==> src/rtl/com_pixel_feeder_if.sv <==
// Signal bundle between the camera pipeline, center_of_mass and com_pixel_feeder.
// The slave modport is the feeder's view; master is the environment's view.
interface com_pixel_feeder_if;
  logic [10:0] hcount_in;
  logic [9:0]  vcount_in;
  logic [7:0]  channel_in;
  logic        data_valid_in;
  logic [7:0]  lower_bound_in;
  logic [7:0]  upper_bound_in;
  logic [10:0] x_out;
  logic [9:0]  y_out;
  logic        valid_out;
  logic        tabulate_out;
  logic [10:0] com_x_in;
  logic [9:0]  com_y_in;
  logic        com_valid_in;
  logic        mask_out;
  logic [10:0] centroid_x_out;
  logic [9:0]  centroid_y_out;
  logic        centroid_valid_out;
  logic [7:0]  frames_dropped_out;

  modport slave (
    input  hcount_in, vcount_in, channel_in, data_valid_in,
           lower_bound_in, upper_bound_in, com_x_in, com_y_in, com_valid_in,
    output x_out, y_out, valid_out, tabulate_out, mask_out,
           centroid_x_out, centroid_y_out, centroid_valid_out, frames_dropped_out
  );

  modport master (
    output hcount_in, vcount_in, channel_in, data_valid_in,
           lower_bound_in, upper_bound_in, com_x_in, com_y_in, com_valid_in,
    input  x_out, y_out, valid_out, tabulate_out, mask_out,
           centroid_x_out, centroid_y_out, centroid_valid_out, frames_dropped_out
  );
endinterface

==> src/rtl/com_pixel_feeder.sv <==
// Thresholds the camera stream, feeds in-mask samples and a per-frame tabulate
// pulse to center_of_mass, and holds the returned centroid for overlay logic.
module com_pixel_feeder #(
  parameter int H_ACTIVE       = 1024,
  parameter int V_ACTIVE       = 768,
  parameter int MIN_PIXELS     = 16,
  parameter int TIMEOUT_CYCLES = 4096
) (
  input logic             clk_in,
  input logic             rst_in,
  com_pixel_feeder_if.slave pf
);
  localparam int TW = $clog2(TIMEOUT_CYCLES + 1);

  typedef enum logic [2:0] {IDLE, STREAM, FLUSH, TABULATE, WAIT_RESULT} state_t;

  state_t        state_q, state_d;
  logic [20:0]   count_q, count_d;
  logic [TW-1:0] timer_q, timer_d;
  logic [10:0]   x_q, x_d, cx_q, cx_d;
  logic [9:0]    y_q, y_d, cy_q, cy_d;
  logic          valid_q, valid_d, tab_q, tab_d, mask_q, mask_d, cv_q, cv_d;
  logic [7:0]    drop_q, drop_d;
  logic          in_mask, frame_start, last_px, emit, drop_inc;

  always_comb begin
    in_mask     = pf.data_valid_in && (pf.lower_bound_in <= pf.channel_in) &&
                  (pf.channel_in <= pf.upper_bound_in);
    frame_start = pf.data_valid_in && (pf.hcount_in == '0) && (pf.vcount_in == '0);
    last_px     = pf.data_valid_in && (pf.hcount_in == 11'(H_ACTIVE - 1)) &&
                  (pf.vcount_in == 10'(V_ACTIVE - 1));
    state_d  = state_q;
    count_d  = count_q;
    timer_d  = timer_q;
    x_d      = x_q;
    y_d      = y_q;
    cx_d     = cx_q;
    cy_d     = cy_q;
    cv_d     = cv_q;
    drop_d   = drop_q;
    valid_d  = 1'b0;
    tab_d    = 1'b0;
    mask_d   = in_mask;
    emit     = 1'b0;
    drop_inc = 1'b0;

    case (state_q)
      IDLE: if (frame_start) begin
        state_d = STREAM;
        count_d = '0;
        emit    = 1'b1;
      end
      STREAM: begin
        emit = 1'b1;
        // A new frame start here means the previous frame was truncated.
        if (frame_start) begin
          count_d  = '0;
          drop_inc = 1'b1;
        end else if (last_px) begin
          state_d = FLUSH;
        end
      end
      // FLUSH leaves one quiet cycle between the last sample and tabulate.
      FLUSH: begin
        drop_inc = frame_start;
        state_d  = TABULATE;
      end
      TABULATE: begin
        tab_d    = 1'b1;
        drop_inc = frame_start;
        if (count_q == '0) begin
          state_d = IDLE;
          cv_d    = 1'b0;
        end else begin
          state_d = WAIT_RESULT;
          timer_d = '0;
        end
      end
      WAIT_RESULT: begin
        drop_inc = frame_start;
        if (pf.com_valid_in) begin
          cx_d    = pf.com_x_in;
          cy_d    = pf.com_y_in;
          cv_d    = (count_q >= 21'(MIN_PIXELS));
          state_d = IDLE;
        end else if (timer_q == TW'(TIMEOUT_CYCLES - 1)) begin
          cv_d     = 1'b0;
          drop_inc = 1'b1;
          state_d  = IDLE;
        end else begin
          timer_d = timer_q + TW'(1);
        end
      end
      default: state_d = IDLE;
    endcase

    if (emit && in_mask) begin
      valid_d = 1'b1;
      x_d     = pf.hcount_in;
      y_d     = pf.vcount_in;
      if (count_d != '1) count_d = count_d + 21'd1;
    end
    if (drop_inc && drop_q != 8'hFF) drop_d = drop_q + 8'd1;
  end

  always_ff @(posedge clk_in or posedge rst_in) begin
    if (rst_in) begin
      state_q <= IDLE;
      count_q <= '0;
      timer_q <= '0;
      x_q     <= '0;
      y_q     <= '0;
      cx_q    <= '0;
      cy_q    <= '0;
      cv_q    <= 1'b0;
      drop_q  <= '0;
      valid_q <= 1'b0;
      tab_q   <= 1'b0;
      mask_q  <= 1'b0;
    end else begin
      state_q <= state_d;
      count_q <= count_d;
      timer_q <= timer_d;
      x_q     <= x_d;
      y_q     <= y_d;
      cx_q    <= cx_d;
      cy_q    <= cy_d;
      cv_q    <= cv_d;
      drop_q  <= drop_d;
      valid_q <= valid_d;
      tab_q   <= tab_d;
      mask_q  <= mask_d;
    end
  end

  assign pf.x_out              = x_q;
  assign pf.y_out              = y_q;
  assign pf.valid_out          = valid_q;
  assign pf.tabulate_out       = tab_q;
  assign pf.mask_out           = mask_q;
  assign pf.centroid_x_out     = cx_q;
  assign pf.centroid_y_out     = cy_q;
  assign pf.centroid_valid_out = cv_q;
  assign pf.frames_dropped_out = drop_q;
endmodule

==> src/flat_wrapper.sv <==
// flat-port wrapper written by rule: the top's interface ports become plain ports
module com_pixel_feeder_flat 
#(
  parameter int H_ACTIVE       = 1024,
  parameter int V_ACTIVE       = 768,
  parameter int MIN_PIXELS     = 16,
  parameter int TIMEOUT_CYCLES = 4096
)
  (clk_in, rst_in, pf_hcount_in, pf_vcount_in, pf_channel_in, pf_data_valid_in, pf_lower_bound_in, pf_upper_bound_in, pf_com_x_in, pf_com_y_in, pf_com_valid_in, pf_x_out, pf_y_out, pf_valid_out, pf_tabulate_out, pf_mask_out, pf_centroid_x_out, pf_centroid_y_out, pf_centroid_valid_out, pf_frames_dropped_out);
  com_pixel_feeder_if pf_i ();
  input logic clk_in;
  input logic rst_in;
  input wire logic [$bits(pf_i.hcount_in)-1:0] pf_hcount_in;
  input wire logic [$bits(pf_i.vcount_in)-1:0] pf_vcount_in;
  input wire logic [$bits(pf_i.channel_in)-1:0] pf_channel_in;
  input wire logic [$bits(pf_i.data_valid_in)-1:0] pf_data_valid_in;
  input wire logic [$bits(pf_i.lower_bound_in)-1:0] pf_lower_bound_in;
  input wire logic [$bits(pf_i.upper_bound_in)-1:0] pf_upper_bound_in;
  input wire logic [$bits(pf_i.com_x_in)-1:0] pf_com_x_in;
  input wire logic [$bits(pf_i.com_y_in)-1:0] pf_com_y_in;
  input wire logic [$bits(pf_i.com_valid_in)-1:0] pf_com_valid_in;
  output wire logic [$bits(pf_i.x_out)-1:0] pf_x_out;
  output wire logic [$bits(pf_i.y_out)-1:0] pf_y_out;
  output wire logic [$bits(pf_i.valid_out)-1:0] pf_valid_out;
  output wire logic [$bits(pf_i.tabulate_out)-1:0] pf_tabulate_out;
  output wire logic [$bits(pf_i.mask_out)-1:0] pf_mask_out;
  output wire logic [$bits(pf_i.centroid_x_out)-1:0] pf_centroid_x_out;
  output wire logic [$bits(pf_i.centroid_y_out)-1:0] pf_centroid_y_out;
  output wire logic [$bits(pf_i.centroid_valid_out)-1:0] pf_centroid_valid_out;
  output wire logic [$bits(pf_i.frames_dropped_out)-1:0] pf_frames_dropped_out;
  assign pf_i.hcount_in = pf_hcount_in;
  assign pf_i.vcount_in = pf_vcount_in;
  assign pf_i.channel_in = pf_channel_in;
  assign pf_i.data_valid_in = pf_data_valid_in;
  assign pf_i.lower_bound_in = pf_lower_bound_in;
  assign pf_i.upper_bound_in = pf_upper_bound_in;
  assign pf_i.com_x_in = pf_com_x_in;
  assign pf_i.com_y_in = pf_com_y_in;
  assign pf_i.com_valid_in = pf_com_valid_in;
  assign pf_x_out = pf_i.x_out;
  assign pf_y_out = pf_i.y_out;
  assign pf_valid_out = pf_i.valid_out;
  assign pf_tabulate_out = pf_i.tabulate_out;
  assign pf_mask_out = pf_i.mask_out;
  assign pf_centroid_x_out = pf_i.centroid_x_out;
  assign pf_centroid_y_out = pf_i.centroid_y_out;
  assign pf_centroid_valid_out = pf_i.centroid_valid_out;
  assign pf_frames_dropped_out = pf_i.frames_dropped_out;
  com_pixel_feeder #(.H_ACTIVE(H_ACTIVE), .V_ACTIVE(V_ACTIVE), .MIN_PIXELS(MIN_PIXELS), .TIMEOUT_CYCLES(TIMEOUT_CYCLES)) u_core (.clk_in(clk_in), .rst_in(rst_in), .pf(pf_i));
endmodule
==> config.mk <==
export PLATFORM = sky130hd
export DESIGN_NAME = com_pixel_feeder_flat
export DESIGN_NICKNAME = d
export VERILOG_FILES = /design/src/rtl/com_pixel_feeder_if.sv /design/src/rtl/com_pixel_feeder.sv /design/src/flat_wrapper.sv
export SDC_FILE = /design/constraint.sdc
export NUM_CORES = 1
export LEC_CHECK = 0
export ABC_AREA = 1
export ABC_CLOCK_PERIOD_IN_PS = 6300
export CORE_MARGIN = 2
export CORE_UTILIZATION = 50
export CTS_CLUSTER_DIAMETER = 80
export DETAILED_ROUTE_END_ITERATION = 7
export HOLD_SLACK_MARGIN = 0.03
export PLACE_DENSITY = 0.8
export SLEW_MARGIN = 20
export SYNTH_ARGS = -nofsm -noshare
export SYNTH_HDL_FRONTEND = slang
export SYNTH_SLANG_ARGS = --single-unit
export TNS_END_PERCENT = 100
==> constraint.sdc <==
create_clock -name clk_in -period 6.3 [get_ports clk_in]
set_clock_uncertainty 0.1 [all_clocks]
set_input_delay 1.89 -clock clk_in [delete_from_list [all_inputs] [get_ports clk_in]]
set_output_delay 1.89 -clock clk_in [all_outputs]
set_load 0.02 [all_outputs]
## After elaboration in Yosys (flattened, before gate mapping)

Cells that the tools add are included.

- Add/sub/neg operators: 3
- $lt $le $gt $ge: 3
- Equal/unequal tests: 17
- Mux-type cells: 26
- Reduce and logical (&&, ||, !) cells: 19

Operators by type and width:

| kind | number |
|---|---|
| 21-bit 2-to-1 mux | 4 |
| 13-bit 2-to-1 mux | 3 |
| 13-bit one-hot mux with 2 select lines | 1 |
| 21-bit by 1-bit adder with 21-bit output (second input constant) | 1 |
| 21-bit by 5-bit greater-or-equal comparator with 1-bit output (second input constant) | 1 |
| 21-bit logical NOT | 1 |
| 21-bit != test (second input constant) | 1 |
| 3-bit 2-to-1 mux | 6 |
| 8-bit less-or-equal comparator | 2 |
| 3-bit one-hot mux with 5 select lines | 1 |
| 13-bit by 1-bit adder with 13-bit output (second input constant) | 1 |
| 13-bit by 12-bit equality test with 1-bit output (second input constant) | 1 |
| 11-bit by 10-bit equality test with 1-bit output (second input constant) | 1 |
| 11-bit logical NOT | 1 |
| 10-bit equality test (second input constant) | 1 |
| 10-bit logical NOT | 1 |
| 8-bit by 1-bit adder with 8-bit output (second input constant) | 1 |
| 1-bit logical AND | 8 |
| 1-bit 2-to-1 mux | 8 |
| 2-bit != test (second input constant) | 4 |
| 8-bit != test (second input constant) | 1 |
| 4-bit AND reduction | 2 |
| 3-bit by 2-bit equality test with 1-bit output (second input constant) | 2 |
| 2-bit by 1-bit != test with 1-bit output (second input constant) | 3 |
| 10 further kinds | 12 |

- Bits in registers: 91
- Input bits: 70
- Output and inout bits: 54
- Word-level logic and storage cells: 80

## Depth between registers and ports, before layout

- Word-level depth: 8
- Depth in mapped cells: 18
- Gate-level depth less buffers: 18

## Worst setup path before layout

No wires, ideal clock.

- Path type: input to register
- Start: in pf_channel_in[7]
- End: reg u_core.count_q[18]
- Library setup time: 113 ps
- Data arrival time: 3300 ps
- Required time: 6087 ps
- Slack: 2787 ps
- Stages on the path: 13
- Buffers on the path: 0
- Path through: inv_1 -> ha_1 -> a21o_1 -> nor2_1 -> nand2_1 -> nand2_1 -> nand3_1 -> inv_1 -> nand2_1 -> nor3_1 -> nand3_1 -> nand2_1 -> inv_1

- Word-level cells in the longest chain between the ends: 5
- Elaborated cells on any way between the ends: 6
- Those cells by class: order compare (2); mux (1); reduce/logical (3)

RTL lines:

| what | RTL line | text |
|---|---|---|
| start: declaration | flat_wrapper.sv:15 | `input wire logic [$bits(pf_i.channel_in)-1:0] pf_channel_in;` |
| 8-bit less-or-equal comparator | com_pixel_feeder.sv:27 | `in_mask = pf.data_valid_in && (pf.lower_bound_in <= pf.channel_in) &&` |
| 1-bit logical AND | com_pixel_feeder.sv:27 |  |
| 1-bit logical AND * | com_pixel_feeder.sv:27 |  |
| via u_core.in_mask | com_pixel_feeder.sv:24 | `logic in_mask, frame_start, last_px, emit, drop_inc;` |
| 1-bit logical AND * | com_pixel_feeder.sv:97 | `if (emit && in_mask) begin` |
| 21-bit 2-to-1 mux * | com_pixel_feeder.sv:97 |  |
| via u_core.count_d[18] | com_pixel_feeder.sv:18 | `logic [20:0] count_q, count_d;` |
| end signal: assignment | com_pixel_feeder.sv:122 | `count_q <= count_d;` |
| end: declaration | com_pixel_feeder.sv:18 |  |

The timed path passes the listed nets; every way through them passes the cells marked *.
A chain may end at the register's enable or synchronous reset.

## Worst setup path after layout

- Start: in pf_vcount_in[0]
- End: reg u_core.count_q[19]

- Word-level cells in the longest chain between the ends: 7
- Elaborated cells on any way between the ends: 11
- Those cells by class: add/sub (1); eq/ne (1); mux (6); reduce/logical (3)

RTL lines:

| what | RTL line | text |
|---|---|---|
| start: declaration | flat_wrapper.sv:14 | `input wire logic [$bits(pf_i.vcount_in)-1:0] pf_vcount_in;` |
| 10-bit logical NOT * | com_pixel_feeder.sv:29 | `frame_start = pf.data_valid_in && (pf.hcount_in == '0) && (pf.vcount_in == '0);` |
| 1-bit logical AND * | com_pixel_feeder.sv:29 |  |
| 21-bit 2-to-1 mux | com_pixel_feeder.sv:48, com_pixel_feeder.sv:56 |  |
| 21-bit 2-to-1 mux | -- |  |
| 21-bit by 1-bit adder with 21-bit output or 21-bit != test (tied branches) | com_pixel_feeder.sv:101 | `if (count_d != '1) count_d = count_d + 21'd1;` |
| 21-bit 2-to-1 mux | com_pixel_feeder.sv:101 |  |
| 21-bit 2-to-1 mux * | com_pixel_feeder.sv:97 |  |
| via u_core.count_d[19] | com_pixel_feeder.sv:18 |  |

Marks and branches as above.

==> implementation parameters <==
Parameter                              Value

Final layout
  Net count of the finished layout    908
  Synthesis-to-layout area growth    29.5%
  Total of fill cells in the finished design    between 800 and 900
  Final Cell Area    6880 sq um
  Diode count    0
  Layout cell share with drive strength beyond 1    8.61%
  Core occupancy in the finished layout    66.7%

Logic synthesis
  Most frequent cell after synthesis    nand2_1
  Most area-hungry cell type in the Yosys netlist    dfrtp_1
  EDFF count, synth    0
  Mean area per synthesized cell    roughly 7.6 sq um
  Total nets after synthesis    a little under 800
  Top cells by area, synth    dfrtp_1, nand2_1, inv_1, nand3_1, mux2_2
  Post-synthesis instance total    696
  Share of synthesized flip-flops with an asynchronous set or reset    between 90% and 100%
  Synth Cell Area    around 5300 sq um
  Number of distinct standard cells referenced by the synthesized netlist    39
  Commonest cells in the netlist    nand2_1, inv_1, dfrtp_1, nand3_1, nor2_1
  Flop and latch count out of synthesis    91
  Synth warn    0
  Synth top area share    42.8%
  Most common flop cell mapped by yosys    dfrtp_1
  Share of the yosys chip area belonging to registers    a little over two fifths

Timing
  Final setup TNS    0 ns
  Slew at the pin with the worst max-slew slack    a little under 0.9 ns
  Fmax    approximately 0.23 GHz
  RSZ-0062 raised after global routing    false
  Setup violators final    0
  Worst slew margin relative to its limit    41.2%
  Count of final max-slew check failures    0
  Final critical-path share of the clock period    between 60% and 70%
  Final Hold Fails    0
  Shortest clock period the worst path allows after layout    between 4 and 5 ns

Clock tree
  Number of H-tree levels    3
  Insertion delay of the later-clocked pin in the worst-skew pair    0.37 ns
  Clock transition at the registers of the reported paths    around 0.10 ns
  Number of instances resized during post-cts repair    0
  Clock Root Buffer    clkbuf_8
  Number of sinks on the clock net    just over 90
  Maximum buffer depth of the clock tree    2
  Number of clock buffers inserted by TritonCTS    9
  Post-CTS setup-driven buffer insertion count    0
  Count of hold buffers inserted by post-cts repair    0
  TritonCTS clock tree    done

Run status
  Outcome    finished clean

Placed design
  Post-detail-place hpwl    roughly 10000 um
  Placed cell areas    approximately 6700 sq um
  Port Buffer Count    123
  Gp weighted congestion    0.919

Hold path
  Hold Crit Class    reg2reg

Power and ir drop
  Leakage dissipation    approximately 3.5 nW
  Sum of internal, switching and leakage power    between 2 and 2.5 mW
  Portion of total power attributed to the clock network    20.0%
  Power dissipated by switching net loads    between 0.8 and 0.9 mW
  Highest ir drop seen on vdd    0.290 mV
  Net switching fraction of the power    38.0%
  Combinational power share    41.5%
  Internal Dissipation    approximately 1.4 mW
  Sequential Power Share    about two fifths
  Pwr Density    approximately 320 nW/um^2

Setup path
  WP data arrival    between 4 and 5 ns
  Required time worst endpoint    about 6.5 ns
  Largest fanout on the critical path    27
  Critical path start-end classification    in2reg
  Startpoint type of the worst setup path    input port
  Critical Path End Type    flip-flop

Global route
  Global routing's busiest layer    met2
  Global-route wire length before repair    between 20000 and 25000 um
  Met3 routing resource usage after global routing    a little over 5%
  Antenna violations before repair    0
  GRT Residual Overflow    0
  Met2 demand-to-capacity share in global routing    about two fifths
  Via count of the first global-routing pass    around 5000
  Overall routing resource usage    24.1%
  Largest net degree at the start of global routing    54
  Routing usage on met1    a little under a third

Detailed routing
  Routed vias    around 5000
  DRC violation count after routing    0
  Post-route antenna net violation count    0
  Drt wl/cell    between 10 and 15 um
  Vias per cell    about 5.2
  DRC marker count from the first detailed-route iteration    361
  Final Routed Wirelength    around 13000 um
  First-pass DRT Iterations    5

Floorplanning
  Die height    roughly 110 um
  Placeable Area    10300 sq um
  Initial cell density of the core    51.5%
  Full die area    approximately 11000 sq um
  Number of standard-cell rows in the floorplan    37
  Top Ports    124
  Die width    roughly 110 um

Run
  Number of maximum-capacitance constraint violations    0
[cell type report]
type	instances	area, sq um	area share [%]
Sequential cell	91	2280	33.1
Timing Repair Buffer	126	1250	18.2
Inverter	107	403	5.85
Clock inverter	7	96.3	1.40
Clock buffer	9	124	1.80
Tap cell	136	170	2.47
Multi-Input combinational cell	485	2560	37.2
[stage by stage]
stage | worst slack (ns) | instances | hold slack [ns]
5_1_grt | 1.66 | 961 | 0.399
3_5_place_dp | 1.55 | 945 | 0.357
2_1_floorplan | 1.95 | 696 | 0.385
3_3_place_gp | 1.64 | 945 | 0.353
4_1_cts | 1.93 | 961 | 0.382
6_report | 1.93 | 961 | 0.377
[registers in the layout (all words and copies together) (netlist names)]
name                          cells
u_core.pf.valid_out               1
u_core.count_q                   21
u_core.pf.centroid_y_out         10
u_core.pf.centroid_valid_out      1
u_core.pf.x_out                  11
u_core.pf.y_out                  10
u_core.pf.tabulate_out            1
u_core.pf.frames_dropped_out      8
u_core.timer_q                   13
u_core.state_q                    3
u_core.pf.mask_out                1
u_core.pf.centroid_x_out         11
[power by group through the flow]
stage | Sequential, mW | Clock, mW | Combinational (mW)
after floorplan | 0.998 | 0 | 0.352
after global placement | 0.843 | 0 | 0.880
after detailed placement | 0.852 | 0 | 0.908
after CTS | 0.841 | 0.440 | 0.914
after global routing | 0.859 | 0.467 | 0.991
final | 0.841 | 0.437 | 0.907
[logic make-up (layout without fill, tap and decap cells)]
logic type	after synthesis	count (layout)	synth area share, %
AOI/OAI and AO/OA	45	45	4.52
xor gates and xnor gates	11	11	1.81
adders and majority gates	18	18	4.24
buffers and inverters	120	249	9.02
DFF	91	91	42.8
muxes	22	22	4.66
and+or+nand+nor	389	389	32.9
[final timing paths]
| path | slack, ns | depth (start not counted) | startpoint | endpoint |
|---|---|---|---|---|
| hold / removal | 0.38 | 2 | u_core.pf.y_out[5] | u_core.pf.y_out[5] |
| min in group asynchronous | 1.82 | 2 | rst_in | u_core.pf.centroid_x_out[2] |
| setup reg to reg | 3.59 | 11 | u_core.state_q[2] | u_core.count_q[19] |
| hold reg to reg | 0.38 | 2 | u_core.pf.y_out[5] | u_core.pf.y_out[5] |
| max in group asynchronous | 3.19 | 3 | rst_in | u_core.pf.y_out[9] |
| setup / recovery | 1.93 | 14 | pf_vcount_in[0] | u_core.count_q[19] |
[layer usage]
metal  vias to the layer above  wire length (um)
li1                       2455                 -
met1                      2345              5490
met2                       202              6520
met3                        33               996
met4                         0               291
met5                         -                 0
[cell usage in the layout, fill, tap and decap left out, types with 2 or more instances in the layout]
| cell | count |
|---|---|
| nor3_2 | 3 |
| a21oi_1 | 12 |
| inv_1 | 101 |
| nor3_1 | 12 |
| o21ai_0 | 24 |
| mux2_2 | 21 |
| clkdlybuf4s50_1 | 123 |
| nor2_1 | 62 |
| nand4_1 | 17 |
| clkbuf_8 | 9 |
| inv_2 | 5 |
| dfrtp_1 | 91 |
| nand2_2 | 5 |
| inv_8 | 3 |
| nor2_2 | 7 |
| xnor2_1 | 4 |
| xor2_1 | 7 |
| o21ai_1 | 3 |
| nor2_4 | 3 |
| and3_1 | 2 |
| nand3_1 | 62 |
| nor4_1 | 3 |
| nand3_2 | 3 |
| nand2_1 | 204 |
| buf_4 | 3 |
| ha_1 | 18 |
[critical path: stages]
cell,delay [ns]
clkdlybuf4s50_1,0.46
nor2_1,0.12
nand2_1,0.10
nor2_2,0.16
nand4_4,0.33
nand2_1,0.22
inv_2,0.08
nor2_4,0.40
buf_4,0.29
nand3_1,0.11
nor2_1,0.15
nand3_1,0.10
nand2_1,0.07
inv_1,0.03
Power figures use the tool's default switching activity.
